File: src/rtl/nes_apu_frame_sequencer.sv
// rtl/nes_apu_frame_sequencer.sv - $4017 frame counter: quarter/half-frame strobes and frame IRQ
// Optional PAL step timing via NES_APU_FRAME_PAL_EN (adds pal_sel input).
module nes_apu_frame_sequencer #(
  parameter int STEP1 = 3728,
  parameter int STEP2 = 7456,
  parameter int STEP3 = 11185,
  parameter int STEP4 = 14914,
  parameter int STEP5 = 18640,
  parameter int CNT_W = 15
) (
  input  logic       clk,
  input  logic       rst_n,
  input  logic       apu_tick,
  input  logic       reg_wr,
  input  logic [7:0] reg_wdata,
  input  logic       irq_ack,
`ifdef NES_APU_FRAME_PAL_EN
  input  logic       pal_sel,
`endif
  output logic       quarter_frame,
  output logic       half_frame,
  output logic       frame_irq,
  output logic       seq_mode
);

  logic [CNT_W-1:0] cnt_q, cnt_d;
  logic             mode_q, mode_d;
  logic             inhibit_q, inhibit_d;
  logic             pending_q, pending_d;
  logic             qf_q, qf_d;
  logic             hf_q, hf_d;
  logic             irq_q, irq_d;
  logic             seq_mode_q, seq_mode_d;
  logic             irq_set;
  logic [CNT_W-1:0] s1, s2, s3, s4, s5, wrap;
  logic             unused_wdata;

  assign unused_wdata = ^reg_wdata[5:0];

  always_comb begin
`ifdef NES_APU_FRAME_PAL_EN
    if (pal_sel) begin
      s1 = CNT_W'(4156);
      s2 = CNT_W'(8313);
      s3 = CNT_W'(12469);
      s4 = CNT_W'(16626);
      s5 = CNT_W'(20782);
    end else begin
      s1 = CNT_W'(STEP1);
      s2 = CNT_W'(STEP2);
      s3 = CNT_W'(STEP3);
      s4 = CNT_W'(STEP4);
      s5 = CNT_W'(STEP5);
    end
`else
    s1 = CNT_W'(STEP1);
    s2 = CNT_W'(STEP2);
    s3 = CNT_W'(STEP3);
    s4 = CNT_W'(STEP4);
    s5 = CNT_W'(STEP5);
`endif
  end

  assign wrap = mode_q ? s5 : s4;

  always_comb begin
    cnt_d      = cnt_q;
    mode_d     = mode_q;
    inhibit_d  = inhibit_q;
    pending_d  = pending_q;
    qf_d       = 1'b0;
    hf_d       = 1'b0;
    irq_d      = irq_q;
    irq_set    = 1'b0;
    seq_mode_d = mode_q;

    if (apu_tick) begin
      if (pending_q) begin
        // Deferred $4017 reset: restart the sequence; 5-step mode clocks units at once.
        cnt_d     = '0;
        pending_d = 1'b0;
        qf_d      = mode_q;
        hf_d      = mode_q;
      end else begin
        cnt_d = (cnt_q >= wrap) ? '0 : cnt_q + CNT_W'(1);
        if (cnt_q == s1 || cnt_q == s2 || cnt_q == s3) qf_d = 1'b1;
        if (cnt_q == s2) hf_d = 1'b1;
        if (!mode_q && cnt_q == s4) begin
          qf_d    = 1'b1;
          hf_d    = 1'b1;
          irq_set = !inhibit_q;
        end
        if (mode_q && cnt_q == s5) begin
          qf_d = 1'b1;
          hf_d = 1'b1;
        end
      end
    end

    if (reg_wr) begin
      mode_d    = reg_wdata[7];
      inhibit_d = reg_wdata[6];
      pending_d = 1'b1;
    end

    if (irq_ack || (reg_wr && reg_wdata[6])) irq_d = 1'b0;
    if (irq_set) irq_d = 1'b1;
  end

  always_ff @(posedge clk or negedge rst_n) begin
    if (!rst_n) begin
      cnt_q      <= '0;
      mode_q     <= 1'b0;
      inhibit_q  <= 1'b0;
      pending_q  <= 1'b0;
      qf_q       <= 1'b0;
      hf_q       <= 1'b0;
      irq_q      <= 1'b0;
      seq_mode_q <= 1'b0;
    end else begin
      cnt_q      <= cnt_d;
      mode_q     <= mode_d;
      inhibit_q  <= inhibit_d;
      pending_q  <= pending_d;
      qf_q       <= qf_d;
      hf_q       <= hf_d;
      irq_q      <= irq_d;
      seq_mode_q <= seq_mode_d;
    end
  end

  assign quarter_frame = qf_q;
  assign half_frame    = hf_q;
  assign frame_irq     = irq_q;
  assign seq_mode      = seq_mode_q;

endmodule
File: config.mk
export PLATFORM = sky130hd
export DESIGN_NAME = nes_apu_frame_sequencer
export DESIGN_NICKNAME = d
export VERILOG_FILES = /design/src/rtl/nes_apu_frame_sequencer.sv
export SDC_FILE = /design/constraint.sdc
export NUM_CORES = 1
export LEC_CHECK = 0
export BUFFER_PORTS_ARGS = -buffer_cell sky130_fd_sc_hd__buf_4
export CAP_MARGIN = 15
export CORE_UTILIZATION = 58
export CTS_CLUSTER_DIAMETER = 60
export DETAILED_ROUTE_END_ITERATION = 10
export PLACE_DENSITY = 0.79
export SLEW_MARGIN = 20
export SYNTH_ARGS = -nofsm -noshare
export SYNTH_HDL_FRONTEND = slang
export SYNTH_SLANG_ARGS = --single-unit
File: constraint.sdc
create_clock -name clk -period 2.4 [get_ports clk]
set_input_delay 0.12 -clock clk [delete_from_list [all_inputs] [get_ports clk]]
set_output_delay 0.12 -clock clk [all_outputs]
set_load 0.02 [all_outputs]
After elaboration in Yosys (flattened, before gate mapping)
Cells that the tools add are included.
{"block": "classes", "addsub": 1, "n_mul": 0, "div": 0, "n_lt_le_gt_ge": 1, "n_eq_ne": 5, "shifts": 0, "mux": 20, "bitwise": 0, "reduce_logical": 10}
{"cell": "$mux W15", "n": 3}
{"cell": "$eq A15 B14 Y1 const B", "n": 2}
{"cell": "$mux W1", "n": 17}
{"cell": "$add A15 B1 Y15 const B", "n": 1}
{"cell": "$eq A15 B12 Y1 const B", "n": 1}
{"cell": "$eq A15 B13 Y1 const B", "n": 1}
{"cell": "$eq A15 B15 Y1 const B", "n": 1}
{"cell": "$ge A15 B15 Y1", "n": 1}
{"cell": "$reduce_bool A2 Y1", "n": 2}
{"cell": "$logic_and A1 B1 Y1", "n": 3}
{"cell": "$logic_or A1 B1 Y1", "n": 3}
{"cell": "$logic_not A1 Y1", "n": 2}
{"block": "word_totals", "register_bits": 22, "latch_bits": 0, "ram_bits": 0, "rom_bits": 0, "inputBits": 13, "elab_cells": 45, "mem_count": 0}

Depth between registers and ports, before layout
Gate-level depths: netlist (run 1).
{"block": "depth", "ltp_word": 8, "depth_mapped": 8}

Worst setup path after synthesis (run 1)
Ideal clock, no wire load.
{"block": "synth_timing", "kind": "flip-flop to flip-flop", "from": "register mode_q", "to": "register cnt_q[14]", "setup_time_ns": 0.092, "arrival_time_ns": 1.931, "slack_ns": 0.377, "stages_incl_launch_ff": 9, "n_path_buf": 1, "period_less_slack_ns": 2.023, "path_cell_list": "dfrtp_1 -> inv_1 -> ha_1 -> nor3_1 -> nor4_4 -> a211oi_2 -> buf_6 -> nand2_1 -> o31ai_2"}
{"block": "synth_between", "elab_chain_cells": 4}
{"element": "from (decl)", "line": "27", "rtl": "logic mode_q, mode_d;"}
{"element": "from (signal assigned)", "line": "122", "rtl": "mode_q <= mode_d;"}
{"element": "$mux W15", "line": "64", "rtl": "assign wrap = mode_q ? s5 : s4;"}
{"element": "$ge A15 B15 Y1", "line": "85", "rtl": "cnt_d = (cnt_q >= wrap) ? '0 : cnt_q + CNT_W'(1);"}
{"element": "$mux W15", "line": "85"}
{"element": "$mux W15", "line": "78", "rtl": "if (pending_q) begin"}
{"element": "to (signal assigned)", "line": "121", "rtl": "cnt_q <= cnt_d;"}
{"element": "to (decl)", "line": "26", "rtl": "logic [CNT_W-1:0] cnt_q, cnt_d;"}
No other way between the ends.
A chain may end at the register's enable or synchronous reset.

Worst setup path in the final report (run 1)
{"block": "layout_timing", "from": "register mode_q", "to": "register cnt_q[3]"}
The elaborated chain is that of the path after synthesis.

==> summary.txt, run 1 <==
Run status
  – Result of the run: completed

Place
  – Port Buf Inserts: 10
  – Setup slack at placement: 0.212 ns
  – Final HPWL DP: about 2500 um
  – Placer Congestion: 0.996
  – Area after detailed placement: 1630 um2

Synth
  – Cell count after synthesis: around 170
  – Sequential cell area fraction in the yosys report: ~36%
  – Area share of fa/ha/maj cells after synthesis: 9.08%
  – XOR/XNOR Fraction of Synth Area: 0%
  – Post-synthesis compound-gate area fraction: 19.8%
  – Synthesized-area fraction occupied by and/or/nand/nor cells: about 27%
  – Netlist area before placement: about 1500 um2
  – Count of unique library cells instantiated by Yosys: 41
  – Synth warn: 0
  – Average cell area after synthesis: 9.14 um2
  – Post-synthesis net count: 190
  – Number of register bits inferred by synthesis: 22
  – Multiplexer share of the synthesized area: less than 1%
  – Largest family of logic cells by synthesized area: simple AND/OR/NAND/NOR gates

Setup path
  – Worst-path cell chain: inv_1 -> ha_1 -> nor3_1 -> nor4_4 -> a211oi_2 -> buf_12 -> or2b_1 -> a31oi_1
  – Largest fanout of any net on the critical path: 23
  – Worst reg-to-reg setup slack: 0.17 ns
  – Launch instance of the worst register-to-register path: mode_q
  – Cell with the biggest individual delay on the critical path: sky130_fd_sc_hd__dfrtp_1
  – Type of element launching the critical path: register
  – Critical path start-end classification: register to register
  – Worst path required time: ~2.7 ns
  – CP Data Arrival Time: 2.48 ns
  – Kind of end point of the critical path: register
  – Crit. Startpoint: mode_q
  – Delay of the slowest cell on the worst path: 0.40 ns
  – R2R cell count: 8
  – Worst path depth: 8
  – Number of buffers and inverters on the critical path: 2
  – Worst r2r dst: cnt_q[3]
  – Crit path max-delay family: simple AND/OR/NAND/NOR gates

Power
  – Peak supply drop: 355 uV
  – Combinational share of power: between 10% and 20%
  – Relative contribution of sequential cells to total power: a little under three fifths
  – Total power divided by cell area: 438 nW/um2
  – Switching fraction of total power: 30.8%
  – Design internal power: 0.000503 W
  – Leakage power: 0.722 nW
  – Share of power burned in the clock network: 24.3%
  – NetSw: 0.000224 W

Timing
  – Time the worst path needs with I/O delays and setup: approximately 2.2 ns
  – Endpoints failing hold: 0
  – Unrepaired setup endpoints after global routing: no
  – Slew @ Worst Pin: 0.519 ns
  – Setup-failing EPs final: 0
  – Fin crit share: 93.0%
  – Fmax: 448 MHz
  – Setup skew after layout: 0.00224 ns
  – Setup TNS: 0 ns
  – Pins over their slew limit: 0
  – Worst path setup slack after routing: 0.169 ns
  – Tightest hold margin: roughly 0.016 ns
  – Relative max-transition margin: 65.1%

Layout
  – # diodes: 0
  – Layout cell share with drive strength beyond 1: 18.3%
  – Finished Cell Area: ~1700 um2
  – Area growth from synthesis to layout: 9.49%
  – Number of nets at the end of the flow: 201

Clocking
  – Post-CTS Hold Fix Bufs: 1
  – Worst-skew pair later-pin latency: 0.32 ns
  – Clock Root Buffer: sky130_fd_sc_hd__clkbuf_4
  – Number of buffers on the longest clock path: 2
  – Clock buffer count from CTS: 3
  – Buffer count from post-CTS setup fixing: 0
  – Clock transition at the registers of the reported paths: 0.12 ns
  – CTS resizes: 0
  – CTS tree: done
  – Total clock sinks: 22
  – Total number of H-tree levels: 1

Worst hold path
  – Worst hold path cell count: 2
  – Hold Path Origin: reg_wr
  – Hold Path End: pending_q
  – Worst hold path class: input port to register

Floorplan
  – Horizontal die dimension: 53.1 um
  – Site row count: 18
  – Die Outline Area: 2820 um2
  – Count of pins on the block boundary: 17
  – Initial core utilization: 61.2%
  – Core region area: 2480 um2
  – Die height: roughly 53 um

Global routing
  – Initial antenna violation count: 0
  – Total routing usage reported by global routing: 28.3%
  – Wire length of the first global-routing pass: 5780 um
  – Vias in the first global route: 1,235
  – Total congestion overflow: 0
  – Maximum number of pins on one net before global-route repair: 28

Drt
  – Remaining routing DRC violations: 0
  – Count of routing violations after the opening detailed-route iteration: 70
  – Via Count: 1,372
  – Post-DRT Antenna Nets: 0
  – Total Wirelength: 3460 um
  – Drt wl/cell: 16.9 um
  – TritonRoute pass-1 iters: 4
  – Detail-routed via count per cell: 6.69

Run
  – Reported max-cap violation count: 0
-- sequential cells by signal (all words and copies together), names as in the netlist --
name,flops
cnt_q,15
pending_q,1
frame_irq,1
quarter_frame,1
seq_mode,1
half_frame,1
inhibit_q,1
mode_q,1
-- cell usage in the layout (no fill, tap or decap), types with 2 or more instances in the layout --
master / n
sky130_fd_sc_hd__a211oi_1: 2
sky130_fd_sc_hd__a31oi_1: 19
sky130_fd_sc_hd__and3_1: 5
sky130_fd_sc_hd__buf_4: 17
sky130_fd_sc_hd__clkbuf_4: 3
sky130_fd_sc_hd__dfrtp_1: 22
sky130_fd_sc_hd__ha_1: 11
sky130_fd_sc_hd__inv_1: 7
sky130_fd_sc_hd__nand2_1: 14
sky130_fd_sc_hd__nand2b_1: 5
sky130_fd_sc_hd__nand3_1: 10
sky130_fd_sc_hd__nand3b_1: 3
sky130_fd_sc_hd__nand4_1: 5
sky130_fd_sc_hd__nor2_1: 3
sky130_fd_sc_hd__nor3_1: 5
sky130_fd_sc_hd__nor4_1: 6
sky130_fd_sc_hd__o21ai_0: 11
sky130_fd_sc_hd__o31ai_1: 2
sky130_fd_sc_hd__or2b_1: 4
-- kinds of logic (layout without fill, tap and decap cells) --
logic type	Yosys count	after routing
mux	1	1
flops	22	22
compound gates	43	43
simple gates	69	69
fa+ha+maj	11	11
buf+inv	20	29
-- per-layer routing --
metal / track usage (%) / wire (um) / up-vias
li1: - / - / 646
met1: 34.8 / 1430 / 653
met4: 12.7 / 108 / 0
met2: 48.3 / 1700 / 60
met5: 0 / 0 / -
met3: 4.31 / 219 / 13
-- per-stage QoR --
| step | total power (W) | std cells | utilization (%) |
|---|---|---|---|
| after floorplan | 0.000510 | 166 | - |
| after detailed placement | 0.000556 | 201 | 65.7 |
| after global placement | 0.000548 | 201 | 65.7 |
| after global routing | 0.000771 | 205 | 67.0 |
| final | 0.000727 | 205 | 67.0 |
| after CTS | 0.000724 | 205 | 67.0 |
-- worst max-delay path by stage --
stage                            to  slack (ns)
final                      cnt_q[3]        0.17
after global routing       cnt_q[3]        0.02
after CTS                  cnt_q[3]        0.17
after detailed placement   cnt_q[3]        0.21
after global placement     cnt_q[2]        0.25
after floorplan           cnt_q[14]        0.38
-- cell usage after synthesis --
cell type                  count  area share, %
sky130_fd_sc_hd__dfrtp_1      22             36
sky130_fd_sc_hd__a31oi_1      19            7.8
sky130_fd_sc_hd__nand2_1      14            3.5
sky130_fd_sc_hd__ha_1         11            9.1
sky130_fd_sc_hd__o21ai_0      11            3.6
sky130_fd_sc_hd__nand3_1      10            3.3
sky130_fd_sc_hd__inv_1         7            1.7
sky130_fd_sc_hd__nor4_1        6            2.5
sky130_fd_sc_hd__and3_1        5            2.1
sky130_fd_sc_hd__buf_2         5            1.6
sky130_fd_sc_hd__nand2b_1      5            2.1
sky130_fd_sc_hd__nand4_1       5            2.1
sky130_fd_sc_hd__nor3_1        5            1.6
sky130_fd_sc_hd__clkbuf_1      4           0.99
sky130_fd_sc_hd__or2b_1        4            2.0
sky130_fd_sc_hd__nand3b_1      3            1.5
sky130_fd_sc_hd__nor2_1        3           0.74
sky130_fd_sc_hd__a211oi_1      2           0.99
sky130_fd_sc_hd__buf_6         2            1.5
sky130_fd_sc_hd__o31ai_1       2           0.99
sky130_fd_sc_hd__a211oi_2      1           0.82
sky130_fd_sc_hd__a21boi_0      1           0.50
sky130_fd_sc_hd__a21o_1        1           0.50
sky130_fd_sc_hd__a21oi_1       1           0.33
sky130_fd_sc_hd__a22o_1        1           0.58
sky130_fd_sc_hd__a22oi_2       1           0.82
sky130_fd_sc_hd__a31o_2        1           0.58
sky130_fd_sc_hd__a31oi_4       1            1.4
sky130_fd_sc_hd__and3_2        1           0.50
sky130_fd_sc_hd__buf_1         1           0.25
sky130_fd_sc_hd__buf_4         1           0.50
sky130_fd_sc_hd__mux2_2        1           0.74
sky130_fd_sc_hd__nand4b_1      1           0.58
sky130_fd_sc_hd__nor2b_1       1           0.41
sky130_fd_sc_hd__nor4_2        1           0.82
sky130_fd_sc_hd__nor4_4        1            1.4
sky130_fd_sc_hd__o31ai_2       1           0.82
sky130_fd_sc_hd__or3_1         1           0.41
sky130_fd_sc_hd__or3b_4        1           0.74
sky130_fd_sc_hd__or4b_1        1           0.66
sky130_fd_sc_hd__or4b_2        1           0.66
-- power groups by stage --
stage	sequential [W]	combinational, W	clock [W]
5_1_grt	0.000421	0.000154	0.000196
2_1_floorplan	0.000411	0.0000990	0
6_report	0.000417	0.000134	0.000177
4_1_cts	0.000416	0.000135	0.000173
3_3_place_gp	0.000421	0.000127	0
3_5_place_dp	0.000423	0.000133	0
-- cell type report --
class / count / area [um2]
clock buffers: 3 / 22.5
well taps: 30 / 37.5
fillers: 202 / 817
multi-input cells: 124 / 866
repair buffers: 19 / 158
inverters: 7 / 26.3
flip-flops and latches: 22 / 551
No activity file was read; power rests on OpenSTA's default activity.
==> inputs of run 2 (changes only) <==
==> constraint.sdc (replaced) <==
create_clock -name clk -period 2.3 [get_ports clk]
set_input_delay 0.115 -clock clk [delete_from_list [all_inputs] [get_ports clk]]
set_output_delay 0.115 -clock clk [all_outputs]
set_load 0.02 [all_outputs]
==> run 2 against run 1 <==
Final cell count up 0.49%. Worst setup slack worse by 0.025 ns. Critical path depth unchanged. Global-route usage down 0.36 points. Design area up 1.1%. Clock power about the same. Sequential cell count unchanged. Critical endpoint is now cnt_q[2]. Largest cell class unchanged.
==> summary.txt, run 2 (same netlist as run 1, synthesis figures left out) <==
Global routing
  – Vias in the first global route: 1,227
  – Total congestion overflow: 0
  – Total routing usage reported by global routing: roughly 28%
  – Wire length of the first global-routing pass: 5620 um
  – Maximum number of pins on one net before global-route repair: 28
  – Initial antenna violation count: 0

Layout
  – Number of flip-flops under the largest register name: 15
  – Final non-filler cell total: slightly above 200
  – Commonest non-fill, non-tap cell in the layout: sky130_fd_sc_hd__dfrtp_1
  – Number of nets at the end of the flow: 202
  – Finished Cell Area: 1680 um2
  – Area growth from synthesis to layout: 10.6%
  – Register cell area after layout: 551 um2
  – Top register by number of flip-flops: cnt_q
  – Layout cell share with drive strength beyond 1: 20.5%
  – Area of the multi-input gates: 876 um2
  – Most frequent cells in the layout: 22 x sky130_fd_sc_hd__dfrtp_1, 19 x sky130_fd_sc_hd__a31oi_1, 18 x sky130_fd_sc_hd__buf_4
  – # diodes: 0
  – Filler Cell Count: 202

Timing
  – Slew @ Worst Pin: 0.475 ns
  – Endpoints failing hold: 0
  – Setup TNS: 0 ns
  – Setup skew after layout: 0.00581 ns
  – Pins over their slew limit: 0
  – Unrepaired setup endpoints after global routing: no
  – Fmax: 464 MHz
  – Fin crit share: 93.7%
  – Setup-failing EPs final: 0
  – Time the worst path needs with I/O delays and setup: 2.16 ns
  – Relative max-transition margin: 68.1%

Setup path
  – Cell with the biggest individual delay on the critical path: sky130_fd_sc_hd__dfrtp_1
  – Timing endpoint of the critical path: cnt_q[2]
  – Kind of end point of the critical path: register
  – Delay of the slowest cell on the worst path: 0.43 ns
  – Launch instance of the worst register-to-register path: mode_q
  – Worst r2r dst: cnt_q[2]
  – CP Data Arrival Time: 2.38 ns
  – Largest fanout of any net on the critical path: 24
  – Type of element launching the critical path: register
  – Critical path start-end classification: register to register
  – Worst-path cell chain: buf_4 -> ha_1 -> nand4_1 -> a21oi_1 -> a211oi_2 -> buf_12 -> or2b_1 -> a31oi_1
  – Crit. Startpoint: mode_q
  – R2R cell count: 8
  – Worst reg-to-reg setup slack: between 0.1 and 0.15 ns
  – Worst path required time: about 2.5 ns

Drt
  – Drt wl/cell: 17.1 um
  – TritonRoute pass-1 iters: 4
  – Count of routing violations after the opening detailed-route iteration: between 50 and 60
  – Via Count: roughly 1,400
  – Remaining routing DRC violations: 0
  – Total Wirelength: 3520 um
  – Post-DRT Antenna Nets: 0
  – Detail-routed via count per cell: 6.60

Place
  – Cell Count Post-Placement: 202
  – Area after detailed placement: roughly 1600 um2
  – Port Buf Inserts: 10
  – Final HPWL DP: 2530 um
  – Placer Congestion: 0.963

Clocking
  – Total number of H-tree levels: 1
  – Number of buffers on the longest clock path: 2
  – Total clock sinks: 22
  – Clock buffer count from CTS: 3
  – Buffer count from post-CTS setup fixing: 0
  – Clock Root Buffer: sky130_fd_sc_hd__clkbuf_4
  – CTS tree: done
  – Clock transition at the registers of the reported paths: 0.12 ns
  – Worst-skew pair later-pin latency: 0.30 ns

Floorplan
  – Site row count: 18
  – Initial core utilization: 61.2%
  – Count of pins on the block boundary: 17
  – Die height: 53.1 um
  – Die Outline Area: ~2800 um2
  – Core region area: 2480 um2
  – Horizontal die dimension: 53.1 um

Power
  – Total power divided by cell area: about 450 nW/um2
  – Leakage power: 0.732 nW
  – Peak supply drop: ~330 uV

Worst hold path
  – Worst hold path class: input port to register
  – Worst hold path cell count: 2

Run
  – Reported max-cap violation count: 0

Run status
  – Result of the run: completed
==> run 2: cell count changes in the layout (fill, tap and decap cells not counted), sizes merged <==
| cell | delta |
|---|---|
| buf | +1 |
==> run 2: area by class of cell <==
class / count / area share [%]
repair buffers: 20 / 9.84
clock buffers: 3 / 1.34
flip-flops and latches: 22 / 32.8
multi-input cells: 124 / 52.2
inverters: 7 / 1.57
well taps: 30 / 2.24
==> run 2: where the power goes <==
group	switching, W	total (W)	internal [W]
Combinational	0.0000842	0.000142	0.0000576
Clock	0.000114	0.000175	0.0000611
Sequential	0.0000293	0.000435	0.000406
Total	0.000227	0.000752	0.000525
==> run 2: how the worst min path moves through the flow <==
stage,start,endpoint
after floorplan,rst_n,cnt_q[0]
after global placement,rst_n,cnt_q[11]
after detailed placement,rst_n,cnt_q[11]
after CTS,reg_wr,pending_q
after global routing,reg_wr,pending_q
final,reg_wr,pending_q
==> run 2: stage by stage <==
step / hold slack [ns] / power (W) / utilization [%] / worst slack [ns]
after floorplan: -0.181 / 0.000532 / - / 0.277
after global placement: 0.0139 / 0.000573 / 66.0 / 0.137
after detailed placement: 0.0211 / 0.000579 / 66.0 / 0.0615
after CTS: 0.0223 / 0.000756 / 67.3 / 0.0428
after global routing: 0.0196 / 0.000792 / 67.7 / 0.0306
final: 0.0257 / 0.000752 / 67.7 / 0.144
==> run 2: critical path: cells and delay by family (launching register included) <==
kind | cells | cell delay, ns
compound gates | 3 | 0.55
fa+ha+maj | 1 | 0.29
buf+inv | 2 | 0.38
flops | 1 | 0.43
simple gates | 2 | 0.42
==> run 2: timing repair <==
action                                  in CTS  in global routing
hold endpoints to repair                    22                  0
hold buffers                                 1                  0
endpoints found under the setup margin       0                  5
gates resized for setup                      0                  3
==> run 2: routing by layer <==
layer	vias up	part of all wire (%)	GRT usage, %
met1	645	42	36.0
li1	645	-	-
met2	61	49	45.6
met5	-	0	0
met3	8	6.5	3.45
met4	0	2.2	14.0
